$ cat src/rtl/decoder_pkg.sv
// Shared opcode encodings and FSM state type for the multicycle decoder.
package decoder_pkg;

  // Base 3-bit encodings; the decoder zero-extends these to its opcode width.
  localparam logic [2:0] OP_NOP  = 3'b000;
  localparam logic [2:0] OP_ADDI = 3'b001;
  localparam logic [2:0] OP_ADD  = 3'b010;
  localparam logic [2:0] OP_MULI = 3'b011;
  localparam logic [2:0] OP_LOAD = 3'b100;

  typedef enum logic [1:0] {
    EXEC     = 2'd0,
    WAIT_SW  = 2'd1,
    MUL_WAIT = 2'd2
  } state_t;

endpackage

$ cat src/rtl/mc_counter.sv
// Saturating down-counter that times the remaining MULI execute cycles.
module mc_counter #(
  parameter int W = 2
) (
  input  logic         clk,
  input  logic         nReset,
  input  logic         load,
  input  logic [W-1:0] load_val,
  input  logic         dec,
  output logic         zero
);

  logic [W-1:0] count;

  // Load wins over decrement; decrement stops at zero so the count never wraps.
  always_ff @(posedge clk or negedge nReset) begin
    if (!nReset) begin
      count <= '0;
    end else if (load) begin
      count <= load_val;
    end else if (dec && (count != '0)) begin
      count <= count - W'(1);
    end
  end

  assign zero = (count == '0);

endmodule

$ cat src/rtl/multicycle_decoder.sv
// Mealy control decoder: single-cycle ops in EXEC, stalls for the switch operand
// (WAIT_SW) and for multi-cycle multiply-immediate (MUL_WAIT).
module multicycle_decoder
  import decoder_pkg::*;
#(
  parameter int OPW        = 3,
  parameter int ALUW       = 2,
  parameter int MUL_CYCLES = 3
) (
  input  logic            clk,
  input  logic            nReset,
  input  logic [OPW-1:0]  opcode,
  input  logic            sw_valid,
  output logic [ALUW-1:0] ALUFunc,
  output logic            PCincr,
  output logic            imm,
  output logic            imm_or_sw,
  output logic            write,
  output logic            sw_ack,
  output logic            busy,
  output logic            illegal
);

  localparam int CW = $clog2(MUL_CYCLES) + 1;
  // First MUL_WAIT cycle counts from MUL_CYCLES-2 down; the zero cycle writes.
  localparam logic [CW-1:0] MUL_LOAD = CW'((MUL_CYCLES >= 2) ? (MUL_CYCLES - 2) : 0);

  state_t          state, state_nxt;
  logic [ALUW-1:0] alu_q, alu_nxt;
  logic            cnt_load, cnt_dec, cnt_zero;

  mc_counter #(
    .W(CW)
  ) u_mc_counter (
    .clk     (clk),
    .nReset  (nReset),
    .load    (cnt_load),
    .load_val(MUL_LOAD),
    .dec     (cnt_dec),
    .zero    (cnt_zero)
  );

  // FSM state and captured ALU function of a stalled instruction.
  always_ff @(posedge clk or negedge nReset) begin
    if (!nReset) begin
      state <= EXEC;
      alu_q <= '0;
    end else begin
      state <= state_nxt;
      alu_q <= alu_nxt;
    end
  end

  // Mealy decode of outputs and next state; everything forced low during reset.
  always_comb begin
    state_nxt = state;
    alu_nxt   = alu_q;
    cnt_load  = 1'b0;
    cnt_dec   = 1'b0;
    ALUFunc   = '0;
    PCincr    = 1'b0;
    imm       = 1'b0;
    imm_or_sw = 1'b0;
    write     = 1'b0;
    sw_ack    = 1'b0;
    busy      = 1'b0;
    illegal   = 1'b0;
    if (nReset) begin
      unique case (state)
        EXEC: begin
          ALUFunc = opcode[ALUW-1:0];
          case (opcode)
            OPW'(OP_NOP): begin
              PCincr = 1'b1;
            end
            OPW'(OP_ADD): begin
              PCincr = 1'b1;
              write  = 1'b1;
            end
            OPW'(OP_ADDI): begin
              PCincr    = 1'b1;
              write     = 1'b1;
              imm       = 1'b1;
              imm_or_sw = 1'b1;
            end
            OPW'(OP_LOAD): begin
              if (sw_valid) begin
                PCincr = 1'b1;
                write  = 1'b1;
                imm    = 1'b1;
                sw_ack = 1'b1;
              end else begin
                state_nxt = WAIT_SW;
                alu_nxt   = opcode[ALUW-1:0];
              end
            end
            OPW'(OP_MULI): begin
              imm       = 1'b1;
              imm_or_sw = 1'b1;
              if (MUL_CYCLES == 1) begin
                PCincr = 1'b1;
                write  = 1'b1;
              end else begin
                cnt_load  = 1'b1;
                state_nxt = MUL_WAIT;
                alu_nxt   = opcode[ALUW-1:0];
              end
            end
            default: begin
              PCincr  = 1'b1;
              illegal = 1'b1;
            end
          endcase
        end
        WAIT_SW: begin
          busy    = 1'b1;
          ALUFunc = alu_q;
          if (sw_valid) begin
            PCincr    = 1'b1;
            write     = 1'b1;
            imm       = 1'b1;
            sw_ack    = 1'b1;
            state_nxt = EXEC;
          end
        end
        MUL_WAIT: begin
          busy      = 1'b1;
          ALUFunc   = alu_q;
          imm       = 1'b1;
          imm_or_sw = 1'b1;
          if (cnt_zero) begin
            PCincr    = 1'b1;
            write     = 1'b1;
            state_nxt = EXEC;
          end else begin
            cnt_dec = 1'b1;
          end
        end
        default: begin
          state_nxt = EXEC;
        end
      endcase
    end
  end

endmodule

$ cat config.mk
export PLATFORM = sky130hd
export DESIGN_NAME = multicycle_decoder
export DESIGN_NICKNAME = d
export VERILOG_FILES = /design/src/rtl/decoder_pkg.sv /design/src/rtl/mc_counter.sv /design/src/rtl/multicycle_decoder.sv
export SDC_FILE = /design/constraint.sdc
export NUM_CORES = 1
export LEC_CHECK = 0
export ABC_AREA = 1
export CORE_MARGIN = 2
export CORE_UTILIZATION = 35
export DETAILED_ROUTE_END_ITERATION = 6
export PLACE_DENSITY = 0.59
export SETUP_SLACK_MARGIN = 0.05
export SYNTH_ARGS = -nofsm -noshare
export SYNTH_HDL_FRONTEND = slang
export SYNTH_SLANG_ARGS = --single-unit
$ cat constraint.sdc
create_clock -name clk -period 1.3 [get_ports clk]
set_input_delay 0.26 -clock clk [delete_from_list [all_inputs] [get_ports clk]]
set_output_delay 0.26 -clock clk [all_outputs]
set_load 0.02 [all_outputs]
**After elaboration in Yosys (flattened, before gate mapping)**

Index checks and enable logic that the tools add are counted.

- Flip-flop bits (word level): 7
- Input port bits: 6
- Output and inout port bits: 9
- Logic and storage cells: 67

- $add $sub $neg: 1
- Equality and inequality tests: 11
- Mux-type cells: 39
- Reduce and logical (&&, ||, !) cells: 13

Operators by type and width:

| kind | count |
|---|---|
| 2-to-1 mux 1 bit | 20 |
| case mux 2 bit (2 select lines) | 3 |
| 2-to-1 mux 2 bit | 5 |
| case mux 1 bit (2 select lines) | 5 |
| case mux 1 bit (3 select lines) | 3 |
| equality test 3 x 2 -> 1 bit, second input constant | 2 |
| zero test 3 bit | 2 |
| 2-to-1 mux 3 bit | 2 |
| inequality test 2 bit, second input constant | 3 |
| case mux 2 bit (3 select lines) | 1 |
| OR reduction 2 bit | 3 |
| AND reduction 5 bit | 1 |
| OR reduction 5 bit | 1 |
| AND reduction 4 bit | 1 |
| nonzero test 2 bit | 2 |
| equality test 3 x 1 -> 1 bit, second input constant | 1 |
| equality test 3 bit, second input constant | 1 |
| inequality test 3 x 1 -> 1 bit, second input constant | 1 |
| inequality test 3 bit, second input constant | 1 |
| nonzero test 3 bit | 1 |
| subtractor 3 x 1 -> 3 bit, second input constant | 1 |
| equality test 2 x 1 -> 1 bit, second input constant | 1 |
| equality test 2 bit, second input constant | 1 |
| zero test 2 bit | 1 |
| logical AND 1 bit | 1 |

**Logic depth before layout (Yosys ltp)**

- Depth in word-level cells: 7
- Depth in mapped cells: 9
- Mapped depth without buffers: 9

**Hierarchy**

Synthesis repeated with hierarchy kept, for this count alone.

- Cells, all modules: 111
- Area total of the unflattened synthesis: 716.9 sq um

By module, submodules not included:

| module | times used | cells each | area each (sq um) | sequential area each (sq um) |
|---|---|---|---|---|
| multicycle_decoder | 1 | 84 | 524.3 | 100.1 |
| mc_counter | 1 | 27 | 192.7 | 75.1 |

**Least setup slack after synthesis**

No wires, ideal clock.

- Path kind: register to output
- From: register state[0]
- To: output port illegal
- Arrival: 1.538 ns
- Path slack: -0.498 ns
- Cell stages (with the launch flop): 5
- Buffers on the path: 0
- Cell sequence: dfrtp_1 -> inv_1 -> ha_1 -> inv_2 -> nor4_1

- Cells in the longest elaborated chain, start to end: 3

Ends and longest elaborated chain:

| item | line | RTL |
|---|---|---|
| start: declaration | multicycle_decoder.sv:28 | `state_t state, state_nxt;` |
| start signal: assignment | multicycle_decoder.sv:49 | `state <= state_nxt;` |
| zero test 2 bit | multicycle_decoder.sv:69 | `unique case (state)` |
| 2-to-1 mux 1 bit | multicycle_decoder.sv:69 |  |
| 2-to-1 mux 1 bit | multicycle_decoder.sv:68 | `if (nReset) begin` |
| end: declaration | multicycle_decoder.sv:21 | `output logic illegal` |

Every way passes these cells.

**Worst setup path after layout**

- From: register state[0]
- To: output port ALUFunc[1]

- Cells in the longest elaborated chain, start to end: 4

Ends and longest elaborated chain:

| item | line | RTL |
|---|---|---|
| equality test 2 bit or equality test 2 x 1 -> 1 bit (tied branches) | multicycle_decoder.sv:69 |  |
| OR reduction 2 bit (no line) | -- |  |
| case mux 2 bit (2 select lines) (*) | multicycle_decoder.sv:69 |  |
| 2-to-1 mux 2 bit (*) | multicycle_decoder.sv:68 |  |
| end: declaration | multicycle_decoder.sv:14 | `output logic [ALUW-1:0] ALUFunc,` |

Every way passes the cells marked *; elsewhere a longest branch is shown, timed or not.

==> results.tsv <==
stage	metric	value	unit
finish	fin_nets	162	
timing	setup_viol	16	
clock_tree	cts_hold_buf	0	
global_route	met3_usage	3.85	%
logic_synthesis	synth.top_cells.by_count	nand2_1 (30), inv_1 (13), dfrtp_1 (7), nand3_1 (7)	
flow_run	maxCapViolations	0	
clock_tree	numCtsBuffers	3	
worst_setup_path	worstSetupPathType	reg2out	
timing	slew_headroom	84.6	%
logic_synthesis	yosysWarnings	0	
hold_path	hold_path_class	in2async	
global_route	grt_overflow_total	0	
timing	finalSetupTns	-5270	ps
worst_setup_path	critical_path.max_stage_delay	410	ps
worst_setup_path	critPathLaunchType	register	
routing	routed_wl	2080	um
routing	drtPass1Iterations	4	
timing	slew_viol_final	0	
logic_synthesis	synthesis.area	646	um^2
floorplan	core	1730	um^2
logic_synthesis	post-synth-top-area-cell	dfrtp_1	
routing	wire_per_inst	12.0	um
logic_synthesis	syn_inst	94	
floorplan	rows	15	
clock_tree	clock-sinks	7	
logic_synthesis	async_flop_share	100	%
power_and_ir_drop	peakVddDrop	1020	uV
finish	finalCoreUtilization	76.8	%
worst_setup_path	crit_top_cell	buf_6	
timing	finalCritPeriodShare	137	%
power_and_ir_drop	p_leak	0.680	nW
logic_synthesis	synthesis.nets	106	
finish	fillers	128	
global_route	grt_max_degree	8	
logic_synthesis	seq_area_frac_synth	27.1	%
power_and_ir_drop	powerDensity	1890	nW/um^2
timing	worst_slew_pin_slew	230	ps
logic_synthesis	synth-main-ff-cell	dfrtp_1	
routing	post-route-drc-count	0	
outcome	status	finished with violations	
clock_tree	htree_levels	1	
global_route	grt_use_total	20.7	%
finish	final_layout_size_suffix_gt1_share	65.8	%
routing	via_count	804	
worst_setup_path	endpoint_kind	output pin	
floorplan	io_pins	15	
clock_tree	root_buffer	clkbuf_4	
worst_setup_path	crit_buf_inv	4	
clock_tree	clk_path_buf_depth	2	
logic_synthesis	synth.most_common_cell	nand2_1	
timing	fmax	562	MHz
logic_synthesis	yosys-top-cells-area	dfrtp_1 (27%), nand2_1 (17%), ha_1 (12%), inv_1 (7.6%), nand3_2 (6.2%)	
logic_synthesis	synth_enable_flop_cells	0	
routing	viasPerCell	4.62	
power_and_ir_drop	power	2.51	mW
worst_setup_path	critical_path.top_delay_family	buffers and inverters	
timing	finalHoldViolations	0	
global_route	use_met2	37.5	%
floorplan	start_util	37.4	%
placed_design	gp_routability_congestion	0.871	
floorplan	dieWidth	47.0	um
clock_tree	cts_tree	yes	
logic_synthesis	ys_ff_latch	7	
worst_setup_path	cp_slowest_cell	dfrtp_1	
clock_tree	cts.clk_slew.worst_paths	50	ps
placed_design	port_buffers	14	
worst_setup_path	worstPathArrival	1520	ps
routing	drt_iter0_drc	4	
timing	worst_slack	-480	ps
logic_synthesis	netlist.area_leader.share	27.1	%
worst_setup_path	crit_required	1040	ps
finish	seq_area	175	um^2
floorplan	dieArea	2200	um^2
outcome	violations	setup timing	
worst_setup_path	cp_cell_sequence	buf_4 -> buf_6 -> ha_4 -> nor2_4 -> inv_4 -> a21oi_4 -> buf_6	
timing	hold_ws	466	ps
worst_setup_path	path_max_fanout	3	
routing	ant_nets	0	
logic_synthesis	syn_area_per_cell	6.87	um^2
global_route	grt_pass1_vias	776	
timing	finalClockSkew	0.297	ps
global_route	met1_usage	25.0	%
logic_synthesis	synth.distinct_cells	19	
finish	multi_input_area	561	um^2
timing	period_needed	1780	ps
global_route	antenna_found_initial	0	
timing	rsz0062_at_grt	true	
placed_design	place_hpwl	1390	um
global_route	grt_pass1_wl	3240	um
clock_tree	clock_latency	250	ps
floorplan	die_h	47.0	um
finish	num_antenna_cells	0	
finish	area_growth	105	%
global_route	busiest_layer	met2	
==> final cells by class <==
class / count / area share (%)
clock buffer: 4 / 1.98
multi-input combinational: 68 / 42.3
inverter: 19 / 5.75
tap: 25 / 2.36
timing repair buffer: 51 / 34.4
sequential: 7 / 13.2
==> layer usage <==
metal	vias to the layer above	routed length [um]	share of wire (%)
li1	402	-	-
met1	379	873	42
met2	19	1120	54
met3	4	53	2.5
met4	0	36	1.7
met5	-	0	0
==> where the power goes <==
part	leakage (nW)	internal (mW)	switching [mW]	total, mW
combinational	0.578	1.02	0.911	1.93
clock	0.0150	0.117	0.0859	0.203
sequential	0.0869	0.310	0.0619	0.372
total	0.680	1.45	1.06	2.51
==> final timing paths <==
| kind | cells after the start | to | slack (ps) | from |
|---|---|---|---|---|
| hold / removal | 3 | state[1]$_DFFE_PN0P_ | 470 | nReset |
| max in group asynchronous | 3 | alu_q[0]$_DFFE_PN0P_ | 680 | nReset |
| setup reg to reg | 10 | u_mc_counter.count[2]$_DFFE_PN0P_ | -260 | state[0]$_DFFE_PN0P_ |
| hold reg to reg | 2 | alu_q[0]$_DFFE_PN0P_ | 480 | alu_q[0]$_DFFE_PN0P_ |
| setup / recovery | 7 | ALUFunc[1] | -480 | state[0]$_DFFE_PN0P_ |
| min in group clk | 2 | alu_q[0]$_DFFE_PN0P_ | 480 | alu_q[0]$_DFFE_PN0P_ |
==> tightest hold or removal path, cell delays in order <==
cell and delay [ps]:
clkdlybuf4s50_1 490, buf_4 160, buf_4 130
==> registers in the layout, indices dropped and copies added (netlist names) <==
register and cells:
u_mc_counter.count 3, state 2, alu_q 2
==> kinds of logic (layout without fill, tap and decap cells) <==
group | count (synthesis) | in the layout | share of synthesized area (%)
XOR/XNOR | 1 | 1 | 1.36
buffers and inverters | 19 | 74 | 11.0
flip-flops | 7 | 7 | 27.1
AO/OA/AOI/OAI | 8 | 8 | 7.56
AND/OR/NAND/NOR | 53 | 53 | 41.3
adder cells (fa/ha/maj) | 6 | 6 | 11.6
==> per-stage QoR <==
stage | setup WS, ps | instance area, um^2 | cells
5_1_grt | -551 | 1330 | 174
3_5_place_dp | -893 | 1090 | 160
4_1_cts | -492 | 1230 | 171
6_report | -480 | 1330 | 174
2_1_floorplan | -100 | 713 | 94
3_3_place_gp | -857 | 1090 | 160
==> timing repair <==
item	CTS	global route
endpoints found under the setup margin	16	16
pin swaps	6	10
setup buffers	8	3
gates cloned	0	0
gates resized for setup	71	18
==> cell usage in the layout, fill, tap and decap left out, types with 3 or more instances in the layout <==
cell type | Yosys | routed
a21oi_4 | 0 | 4
buf_4 | 0 | 31
buf_6 | 0 | 14
clkbuf_4 | 0 | 3
dfrtp_1 | 7 | 7
dlygate4sd2_1 | 0 | 3
inv_1 | 13 | 6
inv_2 | 6 | 11
nand2_1 | 30 | 21
nand2_2 | 3 | 11
nand3_1 | 7 | 5
nand3_2 | 4 | 5
nor2_4 | 2 | 3
(Power assumes the default switching activity.)
